## config.mk

```make
export PLATFORM = sky130hd
export DESIGN_NAME = branch_resolver
export DESIGN_NICKNAME = d
export VERILOG_FILES = /design/src/rtl/branch_resolver.sv
export SDC_FILE = /design/constraint.sdc
export NUM_CORES = 1
export LEC_CHECK = 0
export CAP_MARGIN = 25
export CELL_PAD_IN_SITES_DETAIL_PLACEMENT = 1
export CELL_PAD_IN_SITES_GLOBAL_PLACEMENT = 1
export CORE_UTILIZATION = 25
export DETAILED_ROUTE_END_ITERATION = 8
export GPL_TIMING_DRIVEN = 0
export PLACE_DENSITY = 0.7
export SETUP_SLACK_MARGIN = 0.4
export SLEW_MARGIN = 20
export SYNTH_ARGS = -nofsm -noshare
export SYNTH_HDL_FRONTEND = slang
export SYNTH_SLANG_ARGS = --single-unit
```

## constraint.sdc

```tcl
create_clock -name clk -period 5.9 [get_ports clk]
set_input_delay 0.59 -clock clk [delete_from_list [all_inputs] [get_ports clk]]
set_output_delay 0.59 -clock clk [all_outputs]
set_load 0.02 [all_outputs]
```

## src/rtl/branch_resolver.sv

```systemverilog
// Branch resolver: resolves execute-stage control flow, offers a one-cycle-latency redirect and then holds a front-end flush.
// Redirect is held until the fetch handshake; define BRANCH_RESOLVER_STATS_EN to add resolve/mispredict counters.
module branch_resolver #(
    parameter int FLUSH_CYCLES = 2
) (
    input  logic        clk,
    input  logic        rst,
    input  logic        evalid,
    input  logic        ebranch,
    input  logic        ejal,
    input  logic        ejalr,
    input  logic [2:0]  efunct3,
    input  logic [63:0] epc,
    input  logic [63:0] eimm,
    input  logic [63:0] ers1,
    input  logic        eeq,
    input  logic        elt,
    output logic        esignedComp,
    input  logic        epredTaken,
    input  logic [63:0] epredTarget,
    output logic        redirectValid,
    input  logic        redirectReady,
    output logic [63:0] redirectPc,
    output logic        flushFront,
`ifdef BRANCH_RESOLVER_STATS_EN
    output logic [31:0] statsResolved,
    output logic [31:0] statsMispredicts,
`endif
    output logic        estall
);

    typedef enum logic [1:0] {IDLE, REDIRECT, FLUSH} state_t;

    state_t      state, state_nxt;
    logic [3:0]  cnt, cnt_nxt;
    logic [63:0] pc_q, pc_nxt;

    logic        is_ctrl;
    logic        cond_true;
    logic        taken;
    logic [63:0] jalr_sum;
    logic [63:0] target;
    logic [63:0] fall_through;
    logic        mispredict;
    logic        resolve;

    assign esignedComp = ~efunct3[1];

    always_comb begin
        cond_true = 1'b0;
        case (efunct3)
            3'b000:          cond_true = eeq;
            3'b001:          cond_true = ~eeq;
            3'b100, 3'b110:  cond_true = elt;
            3'b101, 3'b111:  cond_true = ~elt;
            default:         cond_true = 1'b0;
        endcase
    end

    assign is_ctrl      = ebranch | ejal | ejalr;
    assign taken        = ejal | ejalr | (ebranch & cond_true);
    assign jalr_sum     = ers1 + eimm;
    assign target       = ejalr ? {jalr_sum[63:1], 1'b0} : (epc + eimm);
    assign fall_through = epc + 64'd4;
    assign mispredict   = (taken != epredTaken) ||
                          (taken && epredTaken && (target != epredTarget));
    // Execute inputs only matter in IDLE; in other states they are wrong-path.
    assign resolve      = (state == IDLE) && evalid && is_ctrl;

    always_comb begin
        state_nxt     = state;
        cnt_nxt       = cnt;
        pc_nxt        = pc_q;
        redirectValid = 1'b0;
        estall        = 1'b0;
        flushFront    = 1'b0;
        case (state)
            IDLE: begin
                if (resolve && mispredict) begin
                    state_nxt = REDIRECT;
                    pc_nxt    = taken ? target : fall_through;
                end else begin
                    pc_nxt = 64'd0;
                end
            end
            REDIRECT: begin
                redirectValid = 1'b1;
                estall        = 1'b1;
                flushFront    = 1'b1;
                if (redirectReady) begin
                    pc_nxt = 64'd0;
                    if (FLUSH_CYCLES == 0) begin
                        state_nxt = IDLE;
                    end else begin
                        state_nxt = FLUSH;
                        cnt_nxt   = 4'(FLUSH_CYCLES);
                    end
                end
            end
            FLUSH: begin
                flushFront = 1'b1;
                if (cnt <= 4'd1) begin
                    state_nxt = IDLE;
                    cnt_nxt   = 4'd0;
                end else begin
                    cnt_nxt = cnt - 4'd1;
                end
            end
            default: begin
                state_nxt = IDLE;
                cnt_nxt   = 4'd0;
                pc_nxt    = 64'd0;
            end
        endcase
    end

    always_ff @(posedge clk) begin
        if (rst) begin
            state <= IDLE;
            cnt   <= 4'd0;
            pc_q  <= 64'd0;
        end else begin
            state <= state_nxt;
            cnt   <= cnt_nxt;
            pc_q  <= pc_nxt;
        end
    end

    assign redirectPc = pc_q;

`ifdef BRANCH_RESOLVER_STATS_EN
    always_ff @(posedge clk) begin
        if (rst) begin
            statsResolved    <= 32'd0;
            statsMispredicts <= 32'd0;
        end else begin
            if (resolve)
                statsResolved <= statsResolved + 32'd1;
            if (resolve && mispredict)
                statsMispredicts <= statsMispredicts + 32'd1;
        end
    end
`endif

endmodule

```

==> summary.md <==
| Metric | Value |
|---|---|
| MaxCap Viol Count | 0 |
| Worst endpoint required time | 6.11 ns |
| Iteration-0 DRC Markers | 2434 |
| Std-Cell Rows | 95 |
| Final Max Tran Viols | 0 |
| Crit path max fanout | 10 |
| GRT Util Overall | 30.8% |
| Leak | 8.21 nW |
| Routed Antenna Nets | 0 |
| IO Count | 337 |
| PD cells | 164 nW/um2 |
| Number of flops mapped to enable cells by yosys | 0 |
| Post-Synthesis Cells | 2619 |
| Min Tclk post-route | 5.51 ns |
| Worst R2R End | redirectPc[30] |
| Worst-path clk slew | 0.06 ns |
| H-tree depth | 3 |
| Vias | 23800 |
| Fraction of layout cells with a size suffix above 1 | 9.82% |
| CTS tree | built |
| Sink Count | 70 |
| Post-synthesis cell type count | 97 |
| Hold Path Class | register to register |
| Cts bufs inserted | 9 |
| Residual DRC | 0 |
| DP Wirelength | 96500 um |
| Post-Syn Area | 17300 um2 |
| Fill cell count | 8491 |
| FF-to-FF Start | state[1] |
| Share of flip-flops with an asynchronous set or reset | 0% |
| Reg2reg setup slack | 2.87 ns |
| Seq cells post-synth | 70 |
| Final clock skew | 0.00527 ns |
| Design Power | 3.80 mW |
| Worst hold path stage count | 2 |
| DR WL/cell | 29.0 um |
| Vias/cell | 6.12 |
| Synth Net Count | 3022 |
| HP Start | redirectPc[26] |
| Final wirelength | 113000 um |
| Initial core utilization | 25.5% |
| Global-route wire length before repair | 158000 um |
| Post-Place Worst Slack | -3.36 ns |
| Register area | 1400 um2 |
| Gr ovfl total | 0 |
| Final hold violation count | 0 |
| Area grow syn2layout | 34.5% |
| Startpoint Class | input port |
| Worst slew margin | 19.5% |
| Register area share after synthesis | 8.12% |
| Post-Route Utilization | 34.3% |
| Maximum VDD drop | 0.000167 V |
| Worst Path Arrival | 5.72 ns |
| Worst slew pin tran | 1.21 ns |
| Pre-antenna DRT Iters | 6 |
| RSZ-0062 raised after global routing | true |
| Synthesis Warnings | 0 |
| # port buffers | 332 |
| Core area | 67800 um2 |
| Die Ht | 265 um |
| Max Freq | 181 MHz |
| Setup TNS | 0 ns |
| Multi-input gate area in the final layout | 15800 um2 |
| Die width | 265 um |
| Worst setup EP type | register |
| Initial antenna violation count | 8 |
| Avg Cell Area, Syn | 6.59 um2 |
| Largest net degree at the start of global routing | 12 |
| Clock tree buffer depth | 2 |
| CTS Root Cell | clkbuf_16 |
| Final std cells w/o fill | 3890 |
| GPL Wtd Cong | 1.03 |
| Final WS setup | 0.387 ns |
| CP Class | input port to register |
| Part of the cycle the worst path needs | 93.4% |
| Status | finished, final reports clean |
| Layout Nets | 3412 |
| Vias in the first global route | 22700 |
| Final setup violation count | 0 |
| WHS Endpoint | redirectPc[26] |
| R2R depth | 8 |
| Placed Cells | 3826 |
| Die Area | 70100 um2 |
| Worst skew pair latency | 0.35 ns |
| Main synth FF type | dfxtp_1 |
-- repair_timing --
item	in CTS	in global routing
pin swaps	8	36
buffers inserted	6	38
resized for setup	92	190
hold buffers	0	0
setup endpoints to repair	66	65
-- sequential cells by signal, summed over array words and instances, names as in the netlist --
register,cells
cnt,4
redirectPc,64
state,2
-- worst max-delay path by stage --
| stage | from | end | slack [ns] | cells past startpoint |
|---|---|---|---|---|
| after floorplan | ejalr | redirectPc[62] | 1.03 | 21 |
| after global placement | ejalr | redirectPc[47] | -3.81 | 22 |
| after detailed placement | ejalr | state[0] | -3.36 | 22 |
| after CTS | epc[0] | state[0] | 0.40 | 20 |
| after global routing | epc[15] | redirectPc[5] | 0.36 | 17 |
| final | eimm[43] | redirectPc[30] | 0.39 | 17 |
-- synthesized netlist by cell type (all sizes together) (18+ instances only) --
cell     count  area (um2)
xor2        72         631
o31ai       22         170
a211oi      36         288
or3         27         169
dfxtp       70        1400
nor4        29         194
o211ai      43         323
a21o        41         308
nand2b      20         125
o21a        45         338
a32oi       55         482
buf         31         171
or2         20         125
a21oi      256        1290
ha         132        1650
o2111ai     19         173
a31oi       22         138
inv         47         176
nor3        73         370
xnor2      111         972
o21ai      188         941
nand2      300        1130
nor2       295        1110
nor2b       21         131
clkbuf     135         507
nand4      113         707
mux2i       32         320
nand3       90         450
and3        18         113
-- area by class of cell --
class / count / area share [%]
diodes: 3 / 0.0323
plain buffers: 166 / 3.42
clock buffers: 12 / 1.02
clock inverters: 4 / 0.102
inverters: 48 / 0.776
multi-input cells: 2335 / 68.1
flip-flops and latches: 70 / 6.03
well taps: 873 / 4.70
repair buffers: 379 / 15.8
-- critical path: stages --
cell             delay, ns
clkdlybuf4s50_1       0.62
ha_1                  0.41
clkbuf_2              0.35
nand4_1               0.36
nor3_1                0.62
or3_1                 0.20
a21oi_1               0.07
a31oi_1               0.27
nand4_1               0.31
nor4b_4               0.47
nand4_1               0.24
nor4_2                0.30
nand4_1               0.18
buf_4                 0.25
buf_2                 0.24
o2111ai_1             0.12
a21oi_1               0.10
-- metrics by stage --
stage	hold slack, ns	area, um2
3_5_place_dp	0.453	21700
6_report	0.458	23200
3_3_place_gp	0.449	21700
2_1_floorplan	0.445	17300
4_1_cts	0.460	22400
5_1_grt	0.476	23200
-- placed cells by master, fill, tap and decap left out, types with 22 or more instances in the layout --
| cell | instances |
|---|---|
| clkdlybuf4s50_1 | 331 |
| a21oi_1 | 233 |
| nand2_1 | 298 |
| clkbuf_2 | 43 |
| xor2_1 | 70 |
| mux2i_1 | 31 |
| o21a_1 | 43 |
| inv_1 | 46 |
| buf_4 | 48 |
| a21oi_2 | 22 |
| clkbuf_1 | 91 |
| a21o_1 | 41 |
| dfxtp_1 | 70 |
| nand3_1 | 90 |
| xnor2_1 | 109 |
| ha_1 | 132 |
| o21ai_0 | 141 |
| or3_1 | 27 |
| o211ai_1 | 43 |
| o21ai_1 | 37 |
| a211oi_1 | 25 |
| nand4_1 | 113 |
| a32oi_1 | 54 |
| nor3_1 | 59 |
| nor2_1 | 290 |
-- layer usage --
metal | track usage [%] | wire length [um] | vias up
li1 | - | - | 10700
met1 | 39.4 | 46600 | 11600
met2 | 49.0 | 49900 | 1186
met3 | 5.74 | 9440 | 250
met4 | 16.2 | 6950 | 8
met5 | 0 | 53 | -
-- logic make-up (layout without fill, tap and decap cells) --
| kind of cell | count (synthesis) | in the layout | share of synthesized area (%) |
|---|---|---|---|
| simple gates | 1085 | 1085 | 30.4 |
| compound gates | 885 | 885 | 34.0 |
| buf+inv | 214 | 609 | 4.97 |
| xor+xnor | 191 | 191 | 10.3 |
| fa+ha+maj | 134 | 134 | 9.80 |
| flops | 70 | 70 | 8.12 |
| mux | 40 | 40 | 2.38 |
| other cells | 0 | 3 | 0 |
-- power breakdown --
group	total [mW]	internal [mW]	switching (mW)
Clock	0.492	0.283	0.209
Sequential	0.534	0.511	0.0229
Combinational	2.78	0.984	1.79
Total	3.80	1.78	2.02
(Power assumes the default switching activity.)
